[src/rtl/pulse_wave_synth_if.sv]
// Control and sample bundle between the square-channel logic and the
// pulse-wave synthesis stage; master drives controls, slave returns samples.
interface pulse_wave_synth_if;
    logic        I_TICK;
    logic        I_TRIGGER;
    logic [10:0] I_FREQUENCY;
    logic [1:0]  I_DUTY_CYCLE;
    logic        I_WAVEFORM_EN;
    logic [3:0]  I_VOLUME;
    logic        I_STROBE;
    logic [3:0]  O_SAMPLE;
    logic        O_SAMPLE_VALID;
    logic [2:0]  O_PHASE;

    modport master (
        output I_TICK, I_TRIGGER, I_FREQUENCY, I_DUTY_CYCLE,
        output I_WAVEFORM_EN, I_VOLUME, I_STROBE,
        input  O_SAMPLE, O_SAMPLE_VALID, O_PHASE
    );

    modport slave (
        input  I_TICK, I_TRIGGER, I_FREQUENCY, I_DUTY_CYCLE,
        input  I_WAVEFORM_EN, I_VOLUME, I_STROBE,
        output O_SAMPLE, O_SAMPLE_VALID, O_PHASE
    );
endinterface

[src/rtl/pulse_wave_synth.sv]
// Square channel 1/2 pulse generator: 11-bit frequency timer, 8-step
// duty sequencer and a registered 4-bit sample per frame strobe.
module pulse_wave_synth #(
    parameter int TIMER_W = 11
) (
    input  logic                I_CLK,
    input  logic                I_RESET,
    pulse_wave_synth_if.slave   bus
);

    logic [TIMER_W-1:0] timer_q, timer_d;
    logic [2:0]         step_q, step_d;
    logic [3:0]         sample_q, sample_d;
    logic               valid_q, valid_d;
    logic [7:0]         pattern;
    logic [3:0]         level;

    // Timer/step update: trigger wins over tick; frequency is only
    // latched at trigger or reload so mid-period writes never glitch.
    always_comb begin
        timer_d = timer_q;
        step_d  = step_q;
        if (bus.I_TRIGGER) begin
            timer_d = bus.I_FREQUENCY;
            step_d  = 3'd0;
        end else if (bus.I_TICK && bus.I_WAVEFORM_EN) begin
            if (timer_q == {TIMER_W{1'b1}}) begin
                timer_d = bus.I_FREQUENCY;
                step_d  = step_q + 3'd1;
            end else begin
                timer_d = timer_q + TIMER_W'(1);
            end
        end
    end

    // Duty waveform, bit n is the level of step n.
    always_comb begin
        pattern = 8'h00;
        unique case (bus.I_DUTY_CYCLE)
            2'b00: pattern = 8'b1000_0000;
            2'b01: pattern = 8'b1000_0001;
            2'b10: pattern = 8'b1110_0001;
            2'b11: pattern = 8'b0111_1110;
            default: pattern = 8'h00;
        endcase
    end

    // Output level from the registered step, gated by channel enable.
    always_comb begin
        level = 4'd0;
        if (bus.I_WAVEFORM_EN && pattern[step_q]) begin
            level = bus.I_VOLUME;
        end
    end

    // Sample capture: every strobe yields one valid pulse.
    always_comb begin
        sample_d = sample_q;
        valid_d  = 1'b0;
        if (bus.I_STROBE) begin
            sample_d = level;
            valid_d  = 1'b1;
        end
    end

    // State registers with asynchronous reset.
    always_ff @(posedge I_CLK or posedge I_RESET) begin
        if (I_RESET) begin
            timer_q  <= '0;
            step_q   <= 3'd0;
            sample_q <= 4'd0;
            valid_q  <= 1'b0;
        end else begin
            timer_q  <= timer_d;
            step_q   <= step_d;
            sample_q <= sample_d;
            valid_q  <= valid_d;
        end
    end

    assign bus.O_SAMPLE       = sample_q;
    assign bus.O_SAMPLE_VALID = valid_q;
    assign bus.O_PHASE        = step_q;

endmodule

[src/flat_wrapper.sv]
// flat-port wrapper written by rule: the top's interface ports become plain ports
module pulse_wave_synth_flat 
#(
    parameter int TIMER_W = 11
)
  (I_CLK, I_RESET, bus_I_TICK, bus_I_TRIGGER, bus_I_FREQUENCY, bus_I_DUTY_CYCLE, bus_I_WAVEFORM_EN, bus_I_VOLUME, bus_I_STROBE, bus_O_SAMPLE, bus_O_SAMPLE_VALID, bus_O_PHASE);
  pulse_wave_synth_if bus_i ();
  input  logic I_CLK;
  input  logic I_RESET;
  input wire logic [$bits(bus_i.I_TICK)-1:0] bus_I_TICK;
  input wire logic [$bits(bus_i.I_TRIGGER)-1:0] bus_I_TRIGGER;
  input wire logic [$bits(bus_i.I_FREQUENCY)-1:0] bus_I_FREQUENCY;
  input wire logic [$bits(bus_i.I_DUTY_CYCLE)-1:0] bus_I_DUTY_CYCLE;
  input wire logic [$bits(bus_i.I_WAVEFORM_EN)-1:0] bus_I_WAVEFORM_EN;
  input wire logic [$bits(bus_i.I_VOLUME)-1:0] bus_I_VOLUME;
  input wire logic [$bits(bus_i.I_STROBE)-1:0] bus_I_STROBE;
  output wire logic [$bits(bus_i.O_SAMPLE)-1:0] bus_O_SAMPLE;
  output wire logic [$bits(bus_i.O_SAMPLE_VALID)-1:0] bus_O_SAMPLE_VALID;
  output wire logic [$bits(bus_i.O_PHASE)-1:0] bus_O_PHASE;
  assign bus_i.I_TICK = bus_I_TICK;
  assign bus_i.I_TRIGGER = bus_I_TRIGGER;
  assign bus_i.I_FREQUENCY = bus_I_FREQUENCY;
  assign bus_i.I_DUTY_CYCLE = bus_I_DUTY_CYCLE;
  assign bus_i.I_WAVEFORM_EN = bus_I_WAVEFORM_EN;
  assign bus_i.I_VOLUME = bus_I_VOLUME;
  assign bus_i.I_STROBE = bus_I_STROBE;
  assign bus_O_SAMPLE = bus_i.O_SAMPLE;
  assign bus_O_SAMPLE_VALID = bus_i.O_SAMPLE_VALID;
  assign bus_O_PHASE = bus_i.O_PHASE;
  pulse_wave_synth #(.TIMER_W(TIMER_W)) u_core (.I_CLK(I_CLK), .I_RESET(I_RESET), .bus(bus_i));
endmodule
[config.mk]
export PLATFORM = sky130hd
export DESIGN_NAME = pulse_wave_synth_flat
export DESIGN_NICKNAME = d
export VERILOG_FILES = /design/src/rtl/pulse_wave_synth_if.sv /design/src/rtl/pulse_wave_synth.sv /design/src/flat_wrapper.sv
export SDC_FILE = /design/constraint.sdc
export NUM_CORES = 1
export LEC_CHECK = 0
export CAP_MARGIN = 20
export CORE_ASPECT_RATIO = 1.2
export CORE_UTILIZATION = 52
export DETAILED_ROUTE_END_ITERATION = 8
export PLACE_DENSITY_LB_ADDON = 0.3
export SYNTH_ARGS = -nofsm -noshare
export SYNTH_HDL_FRONTEND = slang
export SYNTH_SLANG_ARGS = --single-unit
[constraint.sdc]
create_clock -name I_CLK -period 5 [get_ports I_CLK]
set_clock_uncertainty 0.1 [all_clocks]
set_input_delay 1.5 -clock I_CLK [delete_from_list [all_inputs] [get_ports I_CLK]]
set_output_delay 1.5 -clock I_CLK [all_outputs]
set_load 0.005 [all_outputs]
==> flow_metrics.tcl, run 1 <==
set metrics [dict create \
    htreeDepth 1 \
    cts_root_buf "clkbuf_4" \
    fin_nets 185 \
    cts_tree "built" \
    synth_warnings 0 \
    vias 1081 \
    synth_seq_cells 19 \
    grt_max_degree 21 \
    hold_ws_ns 0.4295 \
    grt_pass1_vias 997 \
    fin_ws_ns 1.809 \
    layout_common_cells "30 x clkdlybuf4s50_1, 19 x dfrtp_1, 9 x o21ai_0, 9 x nand3_1, 9 x inv_1" \
    antenna_found_initial 0 \
    cap_violations 0 \
    syn-cell-area_um2 1199 \
    synthArstFlopShare 1.000 \
    cts_setup_buffers 0 \
    clk_pin_slew_ns 0.11 \
    ant_nets 0 \
    endpoint "u_core.timer_q[5]" \
    drt-wirelength-per-cell_um 14.38 \
    r2r_slack_ns 3.07 \
    finish.utilization 0.7293 \
    die_h_um 54.60 \
    synth_ff_type "dfrtp_1" \
    clk_path_buf_depth 2 \
    r2r_end "u_core.timer_q[3]" \
    start_kind "primary input" \
    synth.yosys.seq_area_share 0.3967 \
    crit_buf_inv 1 \
    initial_utilization 0.5662 \
    core_area_um2 2117 \
    dpl_worst_slack_ns 1.525 \
    reg2reg_from "u_core.timer_q[0]" \
    drive_above_1_share 0.09032 \
    syn_inst 125 \
    nFillCells 178 \
    fmax_ghz 0.3133 \
    io_pins 31 \
    cts_resized 0 \
    critPathKind "in -> reg" \
    chipWidth_um 45.83 \
    antenna_cells 0 \
    avgSynthCellArea_um2 9.589 \
    power_per_cell_area_nw_per_um2 224.1 \
    setup-tns-final_ns 0 \
    synthToLayoutAreaGrowth_pct 28.81 \
    power.leakage_nw 0.6218 \
    fp-row-count 18 \
    maxSlewViolCount 0 \
    syn_nets 154 \
    worst-path-stages 5 \
    drc 0 \
    grt_pass1_wl_mm 4.236 \
    slew_headroom 0.5266 \
    worst_hold_path_type "reg -> reg" \
    cp-end-kind "flip-flop" \
    hold_violations 0 \
    yosysUniqueCellTypes 42 \
    cp.required_ns 5.09 \
    outcome "finished clean" \
    hpwl_mm 2.054 \
    vdd_drop_max_mv 0.1697 \
    crit_chain "clkdlybuf4s50_1 > a21oi_1 > nor4_1 > o21a_1 > a221o_1" \
    rr_worst_depth 5 \
    place_congestion 0.9102 \
    crit_path_start "bus_I_TRIGGER" \
    routed_wl_mm 2.661 \
    slowest_stage "clkdlybuf4s50_1" \
    grt_use_total 0.2350 \
    setup_viol 0 \
    io_buffer_count 30 \
    fin_crit_sh 0.6383 \
    insertion_delay_ns 0.30 \
    tightest_slew_ns 0.7094 \
    cp_top_family "compound AO/OA/AOI/OAI gates" \
    cts_sinks 19 \
    period_minus_slack_ns 3.191 \
    rsz0062_at_grt "false" \
    grt_overflow 0 \
    first_pass_iters 4 \
    synth_edf_count 0 \
    first_iter_violations 29 \
    cp.arrival_ns 3.28 \
    critical_path_peak_fanout 20 \
    critPathMaxStageDelay_ns 0.74 \
    final_common_cell "clkdlybuf4s50_1" \
    viasPerCell 5.843 \
    cts_buffers 3 \
    cts_hold_buf 0 \
    dieArea_um2 2502 \
]
## worst min-delay path by stage
stage                                      start                      to  slack (ns)  cells after the start
final                     u_core.bus.O_SAMPLE[0]  u_core.bus.O_SAMPLE[0]        0.43                      2
after global routing      u_core.bus.O_SAMPLE[0]  u_core.bus.O_SAMPLE[0]        0.45                      2
after detailed placement  u_core.bus.O_SAMPLE[0]  u_core.bus.O_SAMPLE[0]        0.41                      2
after floorplan                u_core.timer_q[0]       u_core.timer_q[0]        0.39                      1
after CTS                 u_core.bus.O_SAMPLE[0]  u_core.bus.O_SAMPLE[0]        0.43                      2
after global placement    u_core.bus.O_SAMPLE[0]  u_core.bus.O_SAMPLE[0]        0.41                      2
## per-layer routing
layer	vias to the layer above	track usage	routed length (um)
met5	-	0	0
met4	0	0.07353	24
met3	5	0.02310	91
met2	33	0.4310	1350
met1	515	0.2854	1194
li1	528	-	-
## synth_stat cells (2+ instances only)
master / number / area, um2
a21oi_1: 6 / 30.03
a41oi_1: 2 / 17.52
and2_1: 3 / 18.77
and3_1: 2 / 12.51
dfrtp_1: 19 / 475.5
ha_1: 6 / 75.07
inv_1: 9 / 33.78
mux2_2: 3 / 33.78
nand2_1: 5 / 18.77
nand2b_1: 3 / 18.77
nand3_1: 9 / 45.04
nand4_1: 2 / 12.51
nor2_1: 8 / 30.03
nor3_1: 3 / 15.01
o21a_1: 2 / 15.01
o21ai_0: 9 / 45.04
o221a_1: 2 / 22.52
o2bb2ai_1: 2 / 17.52
o32a_1: 2 / 20.02
o32ai_1: 4 / 35.03
xnor2_1: 2 / 17.52
xor2_1: 2 / 17.52
## flip-flops by register name (all words and copies together), names as in the netlist
signal                     flops
u_core.bus.O_SAMPLE_VALID      1
u_core.timer_q                11
u_core.bus.O_SAMPLE            4
u_core.bus.O_PHASE             3
## report_power, final
group / total [mW] / switching, mW / internal [mW]
Sequential: 0.184 / 0.0175 / 0.167
Combinational: 0.0827 / 0.0380 / 0.0447
Clock: 0.0789 / 0.0490 / 0.0298
Total: 0.346 / 0.105 / 0.241
## final cells by class
class,count,area [um2],share of cell area
clock inverter,1,5.005,0.003241
clock buffer,3,22.52,0.01459
sequential,19,475.5,0.3079
tap,30,37.54,0.02431
inverter,9,33.78,0.02188
multi-input combinational,93,669.4,0.4335
timing repair buffer,30,300.3,0.1945
## worst min-delay path: stages, from the launching register on
cell	delay, ns
dfrtp_1	0.39
inv_1	0.05
o32ai_1	0.05
## metrics by stage
step                std cells  instance area (um2)  power, mW
floorplan                 125                 1199     0.2325
global placement          181                 1516     0.2666
detailed placement        181                 1516     0.2692
CTS                       185                 1544     0.3468
global route              185                 1544     0.3674
finish                    185                 1544     0.3459
## logic make-up (layout without fill, tap and decap cells)
group | count (synthesis) | count (layout) | share of synthesized area
DFF | 19 | 19 | 0.3967
xor gates and xnor gates | 4 | 4 | 0.02923
muxes | 3 | 3 | 0.02818
buffers and inverters | 13 | 43 | 0.04488
and+or+nand+nor | 43 | 43 | 0.2161
AOI/OAI and AO/OA | 37 | 37 | 0.2224
adders and majority gates | 6 | 6 | 0.06263
No activity file was read; power rests on OpenSTA's default activity.
==> run 2: changes to the inputs <==
CORE_UTILIZATION = 48   (was 52)
clock period = 3.3 ns   (was 5 ns; I/O delays follow)
==> run 2 against run 1 <==
  * Sequential share of layout area shrank 0.22 points
  * Die area grew 8.0%
  * Largest power group unchanged
  * Combinational power grew 55%
  * Clock power grew 58%
  * Largest cell class unchanged
==> flow_metrics.tcl, run 2 (synthesis results as in run 1) <==
set metrics [dict create \
    cp.arrival_ns 2.62 \
    power.leakage_nw 0.6229 \
    htreeDepth 1 \
    vdd_drop_max_mv 0.2456 \
    seq_area_um2 475.5 \
    power_per_cell_area_nw_per_um2 342.1 \
    die_h_um 56.74 \
    worst_hold_path_type "reg -> reg" \
    fin_nets 186 \
    multi_input_area_um2 669.4 \
    drive_above_1_share 0.09615 \
    hp-start "u_core.timer_q[0]" \
    dieArea_um2 2702 \
    grt_pass1_vias 1070 \
    first_pass_iters 4 \
    hold_violations 0 \
    nFillCells 195 \
    place_congestion 0.9230 \
    first_iter_violations 51 \
    ant_nets 0 \
    critPathKind "in -> reg" \
    setup_viol 0 \
    rsz0062_at_grt "false" \
    initial_utilization 0.5145 \
    slew_headroom 0.5216 \
    routed_wl_mm 2.833 \
    rr_worst_depth 5 \
    synthToLayoutAreaGrowth_pct 29.75 \
    io_buffer_count 30 \
    hold_ws_ns 0.4396 \
    core_area_um2 2330 \
    start_kind "primary input" \
    cts_resized 0 \
    setup-tns-final_ns 0 \
    chipWidth_um 47.62 \
    vias 1137 \
    cts_tree "built" \
    grt_pass1_wl_mm 4.657 \
    layout_common_cells "30 x clkdlybuf4s50_1, 19 x dfrtp_1, 9 x o21ai_0, 9 x nand3_1, 9 x inv_1" \
    r2r_slack_ns 1.20 \
    cts_sinks 19 \
    hpwl_mm 2.193 \
    grt_use_total 0.2375 \
    maxSlewViolCount 0 \
    antenna_found_initial 0 \
    critical_path_peak_fanout 8 \
    reg2reg_from "u_core.timer_q[0]" \
    cap_violations 0 \
    fp-row-count 19 \
    cts_setup_buffers 0 \
    grt_overflow 0 \
    clk_pin_slew_ns 0.12 \
    fin_crit_sh 0.7601 \
    cts_hold_buf 0 \
    cp-end-kind "flip-flop" \
    grt_max_degree 20 \
    largest-register "u_core.timer_q" \
    antenna_cells 0 \
    viasPerCell 6.080 \
    tightest_slew_ns 0.7168 \
    min_to "u_core.timer_q[0]" \
    drt-wirelength-per-cell_um 15.15 \
    cts_buffers 3 \
    outcome "finished clean" \
    io_pins 31 \
    cp.required_ns 3.41 \
    holdPathStages 1 \
    clk_path_buf_depth 2 \
    period_minus_slack_ns 2.508 \
    drc 0 \
    fmax_ghz 0.3987 \
    insertion_delay_ns 0.31 \
    final_common_cell "clkdlybuf4s50_1" \
    cts_root_buf "clkbuf_4" \
    r2r_end "u_core.timer_q[3]" \
    largest_reg_flops 11 \
]
==> run 2: cell types whose count changed in the layout (fill, tap and decap cells not counted), sizes merged <==
cell	delta
buf	+1
clkinvlp	+1
clkinv	-1
==> run 2: how the worst max path moves through the flow <==
stage | startpoint | end | cells past startpoint
after floorplan | bus_I_WAVEFORM_EN | u_core.timer_q[9] | 5
after global placement | bus_I_TRIGGER | u_core.timer_q[5] | 5
after detailed placement | bus_I_WAVEFORM_EN | u_core.timer_q[9] | 5
after CTS | bus_I_WAVEFORM_EN | u_core.timer_q[9] | 5
after global routing | bus_I_WAVEFORM_EN | u_core.timer_q[9] | 5
final | bus_I_WAVEFORM_EN | u_core.timer_q[9] | 5
==> run 2: layout make-up <==
cell class	instances	area share
Multi-Input combinational cell	93	0.4304
Timing Repair Buffer	31	0.1979
Clock inverter	1	0.004827
Sequential cell	19	0.3057
Clock buffer	3	0.01448
Inverter	9	0.02172
Tap cell	31	0.02494
==> run 2: per-layer routing <==
| metal | global-route usage | wire length (um) |
|---|---|---|
| met1 | 0.2901 | 1171 |
| met2 | 0.3933 | 1434 |
| met3 | 0.04180 | 177 |
| met4 | 0.09921 | 49 |
| met5 | 0 | 0 |
==> run 2: worst max-delay path: stages <==
cell             delay (ns)
clkdlybuf4s50_1        0.64
nand3_1                0.20
nor3_1                 0.25
mux2_2                 0.37
o32a_1                 0.17
==> run 2: power by group <==
part           switching [mW]  internal (mW)  leakage [nW]
Clock                  0.0787         0.0462        0.0139
Sequential             0.0260          0.253         0.235
Combinational          0.0600         0.0682         0.374
Total                   0.165          0.367         0.623
==> run 2: per-stage QoR <==
| step | setup slack, ns | instances | total power, mW | utilization | area [um2] |
|---|---|---|---|---|---|
| after floorplan | 1.143 | 125 | 0.3523 | - | 1199 |
| after global placement | 0.4825 | 183 | 0.4053 | 0.6547 | 1525 |
| after detailed placement | 0.4657 | 183 | 0.4094 | 0.6547 | 1525 |
| after CTS | 0.7987 | 187 | 0.5311 | 0.6676 | 1555 |
| after global routing | 0.7396 | 187 | 0.5592 | 0.6676 | 1555 |
| final | 0.7918 | 187 | 0.5320 | 0.6676 | 1555 |
==> run 3: changes to the inputs <==
clock period = 2.5 ns   (was 3.3 ns; I/O delays follow)
==> run 3 against run 2 <==
  * Total power rose by 32%
  * Highest routed layer unchanged
  * Setup slack worse by 0.51 ns
  * Clock-buffer cell count is the same
  * Sequential cell count unchanged
  * Sequential power rose by 32%
==> flow_metrics.tcl, run 3 (synthesis results as in run 1) <==
set metrics [dict create \
    period_minus_slack_ns 2.216 \
    drive_above_1_share 0.1350 \
    first_pass_iters 4 \
    critPathMaxStageDelay_ns 0.55 \
    fp-row-count 19 \
    cts_buffers 3 \
    largest_reg_flops 11 \
    cp_top_family "buffers and inverters" \
    cp.arrival_ns 1.37 \
    power_per_cell_area_nw_per_um2 438.4 \
    cts_sinks 19 \
    clk_path_buf_depth 2 \
    slowest_stage "clkdlybuf4s50_1" \
    finalPower_uw 703.7 \
    largest-register "u_core.timer_q" \
    grt_pass1_wl_mm 4.712 \
    cts_resized 0 \
    hold_violations 0 \
    die_h_um 56.74 \
    fin_nets 193 \
    maxSlewViolCount 0 \
    grt_pass1_vias 1123 \
    vdd_drop_max_mv 0.3324 \
    insertion_delay_ns 0.30 \
    layout_common_cells "30 x clkdlybuf4s50_1, 19 x dfrtp_1, 9 x o21ai_0, 9 x nand3_1, 9 x inv_1" \
    setup_viol 0 \
    cts_setup_buffers 0 \
    ant_nets 0 \
    grt_use_total 0.2433 \
    grt_max_degree 20 \
    start_kind "flip-flop" \
    viasPerCell 5.835 \
    htreeDepth 1 \
    cp.required_ns 1.65 \
    cts_root_buf "clkbuf_4" \
    first_iter_violations 37 \
    cap_violations 0 \
    drc 0 \
    clk_pin_slew_ns 0.11 \
    antenna_cells 0 \
    chipWidth_um 47.62 \
    place_congestion 0.9287 \
    synthToLayoutAreaGrowth_pct 33.92 \
    cts_hold_buf 0 \
    io_pins 31 \
    slew_headroom 0.7309 \
    seq_area_um2 475.5 \
    crit_buf_inv 1 \
    crit_chain "clkdlybuf4s50_1" \
    cp-end-kind "output port" \
    routed_wl_mm 2.918 \
    worst_hold_path_type "reg -> reg" \
    final_common_cell "clkdlybuf4s50_1" \
    hpwl_mm 2.302 \
    drt-wirelength-per-cell_um 15.04 \
    critPathKind "reg -> out" \
    dieArea_um2 2702 \
    outcome "finished clean" \
    rsz0062_at_grt "false" \
    io_buffer_count 30 \
    tightest_slew_ns 0.4006 \
    initial_utilization 0.5145 \
    core_area_um2 2330 \
    cts_tree "built" \
    power.leakage_nw 0.6608 \
    antenna_found_initial 0 \
    nFillCells 203 \
    setup-tns-final_ns 0 \
    multi_input_area_um2 669.4 \
    vias 1132 \
    fmax_ghz 0.4512 \
    critical_path_peak_fanout 7 \
    grt_overflow 0 \
    fin_crit_sh 0.8865 \
]
-- run 3: worst paths after layout --
kind,depth (start not counted),start,end,slack [ns]
max in group asynchronous,3,I_RESET,u_core.timer_q[7],1.44
worst min-delay path,2,u_core.bus.O_SAMPLE[0],u_core.bus.O_SAMPLE[0],0.44
worst max register to register,5,u_core.timer_q[0],u_core.timer_q[3],0.60
worst min register to register,2,u_core.bus.O_SAMPLE[0],u_core.bus.O_SAMPLE[0],0.44
worst max-delay path,1,u_core.bus.O_PHASE[0],bus_O_PHASE[0],0.28
min in group asynchronous,3,I_RESET,u_core.bus.O_SAMPLE[2],0.66
-- run 3: area by class of cell --
type                       count  area share
clock buffer                   3     0.01403
clock inverter                 1    0.003118
inverter                       9     0.02104
multi-input combinational     93      0.4170
sequential                    19      0.2962
tap                           31     0.02416
timing repair buffer          38      0.2245
-- run 3: per-layer routing --
| metal | part of all wire | vias to the layer above | track usage |
|---|---|---|---|
| met5 | 0 | - | 0 |
| met4 | 0.019 | 0 | 0.07143 |
| met3 | 0.044 | 7 | 0.02894 |
| met2 | 0.52 | 48 | 0.4344 |
| met1 | 0.42 | 535 | 0.2890 |
| li1 | - | 542 | - |
-- run 3: per-stage QoR --
stage               area (um2)  std cells  setup slack (ns)  utilization  hold slack, ns
CTS                       1605        194            0.2852       0.6890          0.4388
floorplan                 1199        125            0.5834            -          0.3887
global route              1605        194            0.2356       0.6890          0.4681
detailed placement        1578        190          0.007476       0.6772          0.4196
finish                    1605        194            0.2838       0.6890          0.4361
global placement          1578        190           0.05375       0.6772          0.4019
-- run 3: power by group --
group	switching [mW]	internal, mW
Combinational	0.0795	0.0961
Clock	0.0990	0.0597
Sequential	0.0355	0.334
